**src/rtl/mura_stim_gen_if.sv**
```systemverilog
// rtl/mura_stim_gen_if.sv - command and counter-drive bundle of the mod-3 pulse stimulus generator
interface mura_stim_gen_if #(
  parameter int CNT_W = 8,
  parameter int GAP_W = 4
);
  logic             start;
  logic [CNT_W-1:0] pulses;
  logic [GAP_W-1:0] gap;
  logic             gap_en;
  logic             y_in;
  logic             en;
  logic             a;
  logic             busy;
  logic             done;
  logic [1:0]       residue;
  logic             exp_y;
  logic             mismatch;

  modport master (
    input  start, pulses, gap, gap_en, y_in,
    output en, a, busy, done, residue, exp_y, mismatch
  );

  modport slave (
    output start, pulses, gap, gap_en, y_in,
    input  en, a, busy, done, residue, exp_y, mismatch
  );
endinterface

```
**src/rtl/mura_stim_gen.sv**
```systemverilog
// rtl/mura_stim_gen.sv - pulse stimulus generator and mod-3 checker for the Moore pulse counter
module mura_stim_gen #(
  parameter int CNT_W = 8,
  parameter int GAP_W = 4
) (
  input  logic          clk,
  input  logic          rst_n,
  mura_stim_gen_if.master bus
);

  typedef enum logic [2:0] {
    S_IDLE  = 3'd0,
    S_DRIVE = 3'd1,
    S_CHECK = 3'd2,
    S_GAP   = 3'd3,
    S_DONE  = 3'd4
  } state_t;

  state_t           state, state_nxt;
  logic [CNT_W-1:0] rem;
  logic [GAP_W-1:0] gap_q;
  logic [GAP_W-1:0] gcnt;
  logic             gap_en_q;
  logic [1:0]       residue_q;
  logic             mismatch_q;
  logic             exp_y_w;

  assign exp_y_w = (residue_q != 2'd0);

  always_ff @(posedge clk or negedge rst_n) begin
    if (!rst_n) state <= S_IDLE;
    else        state <= state_nxt;
  end

  always_comb begin
    state_nxt = S_IDLE;
    case (state)
      S_IDLE: begin
        if (bus.start) state_nxt = (bus.pulses == '0) ? S_DONE : S_DRIVE;
        else           state_nxt = S_IDLE;
      end
      S_DRIVE: state_nxt = S_CHECK;
      // rem was already decremented on the DRIVE exit edge
      S_CHECK: begin
        if (rem == '0)        state_nxt = S_DONE;
        else if (gap_q == '0) state_nxt = S_DRIVE;
        else                  state_nxt = S_GAP;
      end
      S_GAP:   state_nxt = (gcnt == GAP_W'(1)) ? S_DRIVE : S_GAP;
      S_DONE:  state_nxt = S_IDLE;
      default: state_nxt = S_IDLE;
    endcase
  end

  always_ff @(posedge clk or negedge rst_n) begin
    if (!rst_n) begin
      rem        <= '0;
      gap_q      <= '0;
      gcnt       <= '0;
      gap_en_q   <= 1'b0;
      residue_q  <= 2'd0;
      mismatch_q <= 1'b0;
    end else begin
      case (state)
        S_IDLE: begin
          if (bus.start) begin
            rem        <= bus.pulses;
            gap_q      <= bus.gap;
            gap_en_q   <= bus.gap_en;
            mismatch_q <= 1'b0;
          end
        end
        S_DRIVE: begin
          residue_q <= (residue_q == 2'd2) ? 2'd0 : residue_q + 2'd1;
          rem       <= rem - CNT_W'(1);
        end
        S_CHECK: begin
          if (bus.y_in != exp_y_w) mismatch_q <= 1'b1;
          gcnt <= gap_q;
        end
        S_GAP:   gcnt <= gcnt - GAP_W'(1);
        default: ;
      endcase
    end
  end

  // Outputs depend only on the state register and latched mode bits
  assign bus.en       = (state == S_DRIVE) || ((state == S_GAP) && gap_en_q);
  assign bus.a        = (state == S_DRIVE);
  assign bus.busy     = (state == S_DRIVE) || (state == S_CHECK) ||
                        (state == S_GAP)   || (state == S_DONE);
  assign bus.done     = (state == S_DONE);
  assign bus.residue  = residue_q;
  assign bus.exp_y    = exp_y_w;
  assign bus.mismatch = mismatch_q;

endmodule
```
**src/flat_wrapper.sv**
```systemverilog
// flat-port wrapper written by rule: the top's interface ports become plain ports
module mura_stim_gen_flat 
#(
  parameter int CNT_W = 8,
  parameter int GAP_W = 4
)
  (clk, rst_n, bus_start, bus_pulses, bus_gap, bus_gap_en, bus_y_in, bus_en, bus_a, bus_busy, bus_done, bus_residue, bus_exp_y, bus_mismatch);
  mura_stim_gen_if #(.CNT_W(CNT_W), .GAP_W(GAP_W)) bus_i ();
  input  logic clk;
  input  logic rst_n;
  input wire logic [$bits(bus_i.start)-1:0] bus_start;
  input wire logic [$bits(bus_i.pulses)-1:0] bus_pulses;
  input wire logic [$bits(bus_i.gap)-1:0] bus_gap;
  input wire logic [$bits(bus_i.gap_en)-1:0] bus_gap_en;
  input wire logic [$bits(bus_i.y_in)-1:0] bus_y_in;
  output wire logic [$bits(bus_i.en)-1:0] bus_en;
  output wire logic [$bits(bus_i.a)-1:0] bus_a;
  output wire logic [$bits(bus_i.busy)-1:0] bus_busy;
  output wire logic [$bits(bus_i.done)-1:0] bus_done;
  output wire logic [$bits(bus_i.residue)-1:0] bus_residue;
  output wire logic [$bits(bus_i.exp_y)-1:0] bus_exp_y;
  output wire logic [$bits(bus_i.mismatch)-1:0] bus_mismatch;
  assign bus_i.start = bus_start;
  assign bus_i.pulses = bus_pulses;
  assign bus_i.gap = bus_gap;
  assign bus_i.gap_en = bus_gap_en;
  assign bus_i.y_in = bus_y_in;
  assign bus_en = bus_i.en;
  assign bus_a = bus_i.a;
  assign bus_busy = bus_i.busy;
  assign bus_done = bus_i.done;
  assign bus_residue = bus_i.residue;
  assign bus_exp_y = bus_i.exp_y;
  assign bus_mismatch = bus_i.mismatch;
  mura_stim_gen #(.CNT_W(CNT_W), .GAP_W(GAP_W)) u_core (.clk(clk), .rst_n(rst_n), .bus(bus_i));
endmodule
```
**config.mk**
```make
export PLATFORM = sky130hd
export DESIGN_NAME = mura_stim_gen_flat
export DESIGN_NICKNAME = d
export VERILOG_FILES = /design/src/rtl/mura_stim_gen_if.sv /design/src/rtl/mura_stim_gen.sv /design/src/flat_wrapper.sv
export SDC_FILE = /design/constraint.sdc
export NUM_CORES = 1
export LEC_CHECK = 0
export BUFFER_PORTS_ARGS = -buffer_cell sky130_fd_sc_hd__buf_2
export CORE_AREA = 2 2 51 53
export CTS_CLUSTER_SIZE = 25
export DETAILED_ROUTE_END_ITERATION = 8
export DIE_AREA = 0 0 53 55
export GPL_TIMING_DRIVEN = 0
export HOLD_SLACK_MARGIN = 0.06
export PLACE_DENSITY = 0.76
export RECOVER_POWER = 100
export SKIP_LAST_GASP = 1
export SYNTH_ARGS = -nofsm -noshare
export SYNTH_HDL_FRONTEND = slang
export SYNTH_SLANG_ARGS = --single-unit
```
**constraint.sdc**
```tcl
create_clock -name clk -period 3.3 [get_ports clk]
set_input_delay 0.495 -clock clk [delete_from_list [all_inputs] [get_ports clk]]
set_output_delay 0.495 -clock clk [all_outputs]
set_load 0.1 [all_outputs]
```
==> flow_summary.toml <==
[clock_tree]
hold_buffers = 0
htreeDepth = 1
clk_latency_ns = 0.32
cts_root_buf = "clkbuf_4"
clk_pin_slew_ns = 0.13
numCtsBuffers = 3
cts_resized = 0
cts_setup_buffers = 0
cts_tree = "done"
clockBufferDepth = 2
cts.sinks = 23

[final_layout]
drive_gt1_share_pct = 15.9
diodes = 0
area_delta_synth_final_pct = 12.5
final-seq-area_um2 = 576
nFillCells = 233
multi_input_area_um2 = 607
nNetsFinal = 185

[timing]
hold_viol = 0
min_period_ns = 2.70
final.period_utilization_pct = 81.7
slew_headroom_pct = 18.4
setup-tns-final_ns = 0
setup_violations = 0
maxSlewViolCount = 0
max_freq_mhz = 371
rsz0062_at_grt = "false"
worst_pin_slew_ns = 1.22
skew_ns = 0.00675

[grt]
grt_max_degree = 24
overflow = 0
grt_use_total_pct = 21.5
grt_pass1_vias = 1019
antenna_found_initial = 0
grt_pass1_wl_um = 4510

[status]
run_status = "finished, final reports clean"

[synth]
ys_seq_area_share_pct = 45.7
synth.distinct_cells = 42
syn-mean-instance-area_um2 = 9.26
syn_inst = 136
synthesis.area_um2 = 1260
synth-edff-count = 0
syn-num-nets = 156
synth-main-ff-cell = "dfrtp_1"
synth_seq_cells = 23
synth_warnings = 0
synth_async_sr_flop_share_pct = 100

[critical_path]
worst_path_max_delay_cell = "clkbuf_1"
crit_arrival_ns = 2.20
startpoint_type = "register"
crit_type = "register to primary output"
end_kind = "primary output"
critPathRequiredTime_ns = 2.80
crit_chain = "clkbuf_1, nor2_1, xnor2_1, clkbuf_1"
cp_num_buf_inv = 2
crit_fanout = 10
cp_common_cell = "clkbuf_1"
cp_slowest_stage_delay_ns = 0.87
path_delay_family = "buffers and inverters"

[floorplan]
initial_utilization_pct = 53.3
fp.dieH_um = 55
fp.dieW_um = 53
core_um2 = 2360
rows = 18
ios = 25
dieArea_um2 = 2920

[route]
wl_um = 2740
drcViolationCount = 0
firstDrtPassIters = 4
post_drt_wl_per_cell_um = 14.1
dr_total_vias = 1111
drtIter0Drc = 15
vias_per_cell = 5.73
ant_nets = 0

[placement]
gp_congestion = 0.825
hpwl_um = 2060
port_buffers = 24

[pwr]
pwr_density_cell_nw_per_um2 = 1000
total_leakage_power_nw = 0.631
power_w = 0.00142
ir_drop_mv = 0.674

[flow_run]
max_cap_violations = 0

[hold_path]
min_path_type = "input pin to register"
## power breakdown
part           internal, W  total, W  switching (W)
combinational     0.000211  0.000760       0.000549
clock            0.0000454  0.000134      0.0000885
sequential        0.000412  0.000528       0.000116
## flip-flops by register name (all words and copies together) (netlist names)
register / flops
u_core.gcnt: 4
u_core.bus.mismatch: 1
u_core.rem: 8
u_core.gap_q: 4
u_core.state: 3
u_core.gap_en_q: 1
u_core.bus.residue: 2
## path summary, 6_finish.rpt
check / endpoint / slack (ns) / startpoint / cells after the start
worst max-delay path: bus_busy / 0.60 / u_core.state[0] / 4
worst min register to register: u_core.bus.mismatch / 0.50 / u_core.bus.mismatch / 2
min in group asynchronous: u_core.gcnt[3] / 0.40 / rst_n / 1
worst min-delay path: u_core.gap_q[1] / 0.36 / bus_gap[1] / 3
max in group asynchronous: u_core.bus.mismatch / 2.18 / rst_n / 1
worst max register to register: u_core.rem[1] / 1.15 / u_core.state[0] / 5
## logic make-up (layout without fill, tap and decap cells)
logic type,Yosys count,in the layout,share of synthesized area (%)
AO/OA/AOI/OAI,29,29,15.6
XOR/XNOR,2,2,1.39
adder cells (fa/ha/maj),3,3,2.98
buffers and inverters,14,42,5.06
flip-flops,23,23,45.7
multiplexers,2,2,1.59
AND/OR/NAND/NOR,63,63,27.7
## stage by stage
stage | setup WS [ns] | instances | utilization [%] | hold WS, ns | area (um2)
floorplan | 0.491 | 136 | - | 0.199 | 1260
global placement | 1.21 | 190 | 59.9 | 0.457 | 1420
detailed placement | 1.20 | 190 | 59.9 | 0.481 | 1420
CTS | 0.808 | 194 | 61.1 | 0.141 | 1450
global route | 0.425 | 194 | 59.9 | 0.351 | 1420
finish | 0.604 | 194 | 59.9 | 0.358 | 1420
## cells in the final DEF, fill, tap and decap left out, drive strengths merged, types with 2 or more instances in the layout
cell type and count:
or4 2, dfrtp 23, mux2i 2, nand2b 3, or3b 2, clkbuf 18
a211oi 2, xnor2 2, nor3 6, a21oi 3, a311oi 2, a32oi 2
and4 2, o21ai 9, nor2b 2, ha 3, o22ai 4, nand3b 2
nand2 26, buf 17, nor2 5, nor4 5, inv 6
## per-layer routing
layer | wire (um) | track usage (%) | part of all wire [%]
met1 | 1270 | 28.0 | 46
met2 | 1320 | 35.6 | 48
met3 | 110 | 2.42 | 4.0
met4 | 46 | 11.1 | 1.7
met5 | 0 | 0 | 0
## synthesized netlist by cell type, types with 2 or more instances
cell type  instances  area (um2)
a311oi_1           2        17.5
inv_1              5        18.8
clkbuf_1           3        11.3
buf_4              2        15.0
dfrtp_1           23         576
or4_4              2        22.5
a211oi_1           2        15.0
nand3b_1           2        15.0
mux2i_1            2        20.0
o21ai_0            8        40.0
a21oi_1            3        15.0
nand2_1           26        97.6
ha_1               3        37.5
buf_2              3        15.0
nor4_1             5        31.3
nand2b_1           3        18.8
nor2_1             5        18.8
a32oi_1            2        17.5
nor3_1             6        30.0
and4_1             2        17.5
nor2b_1            2        12.5
xnor2_1            2        17.5
o22ai_1            4        25.0
## layout make-up
| class | instances | share of cell area (%) |
|---|---|---|
| Tap cell | 30 | 2.65 |
| Buffer | 8 | 2.65 |
| Clock buffer | 3 | 1.59 |
| Timing Repair Buffer | 24 | 7.77 |
| Inverter | 6 | 1.59 |
| Sequential cell | 23 | 40.6 |
| Multi-Input combinational cell | 99 | 42.8 |
| Clock inverter | 1 | 0.353 |
## worst reg2reg max path: cells and delay by family, from the launching register on
kind | cells | cell delay [ns]
flip-flops | 1 | 0.41
buffers and inverters | 2 | 0.66
AND/OR/NAND/NOR | 2 | 0.91
AO/OA/AOI/OAI | 1 | 0.10
Note: power is estimated with default switching activity, not from simulation.
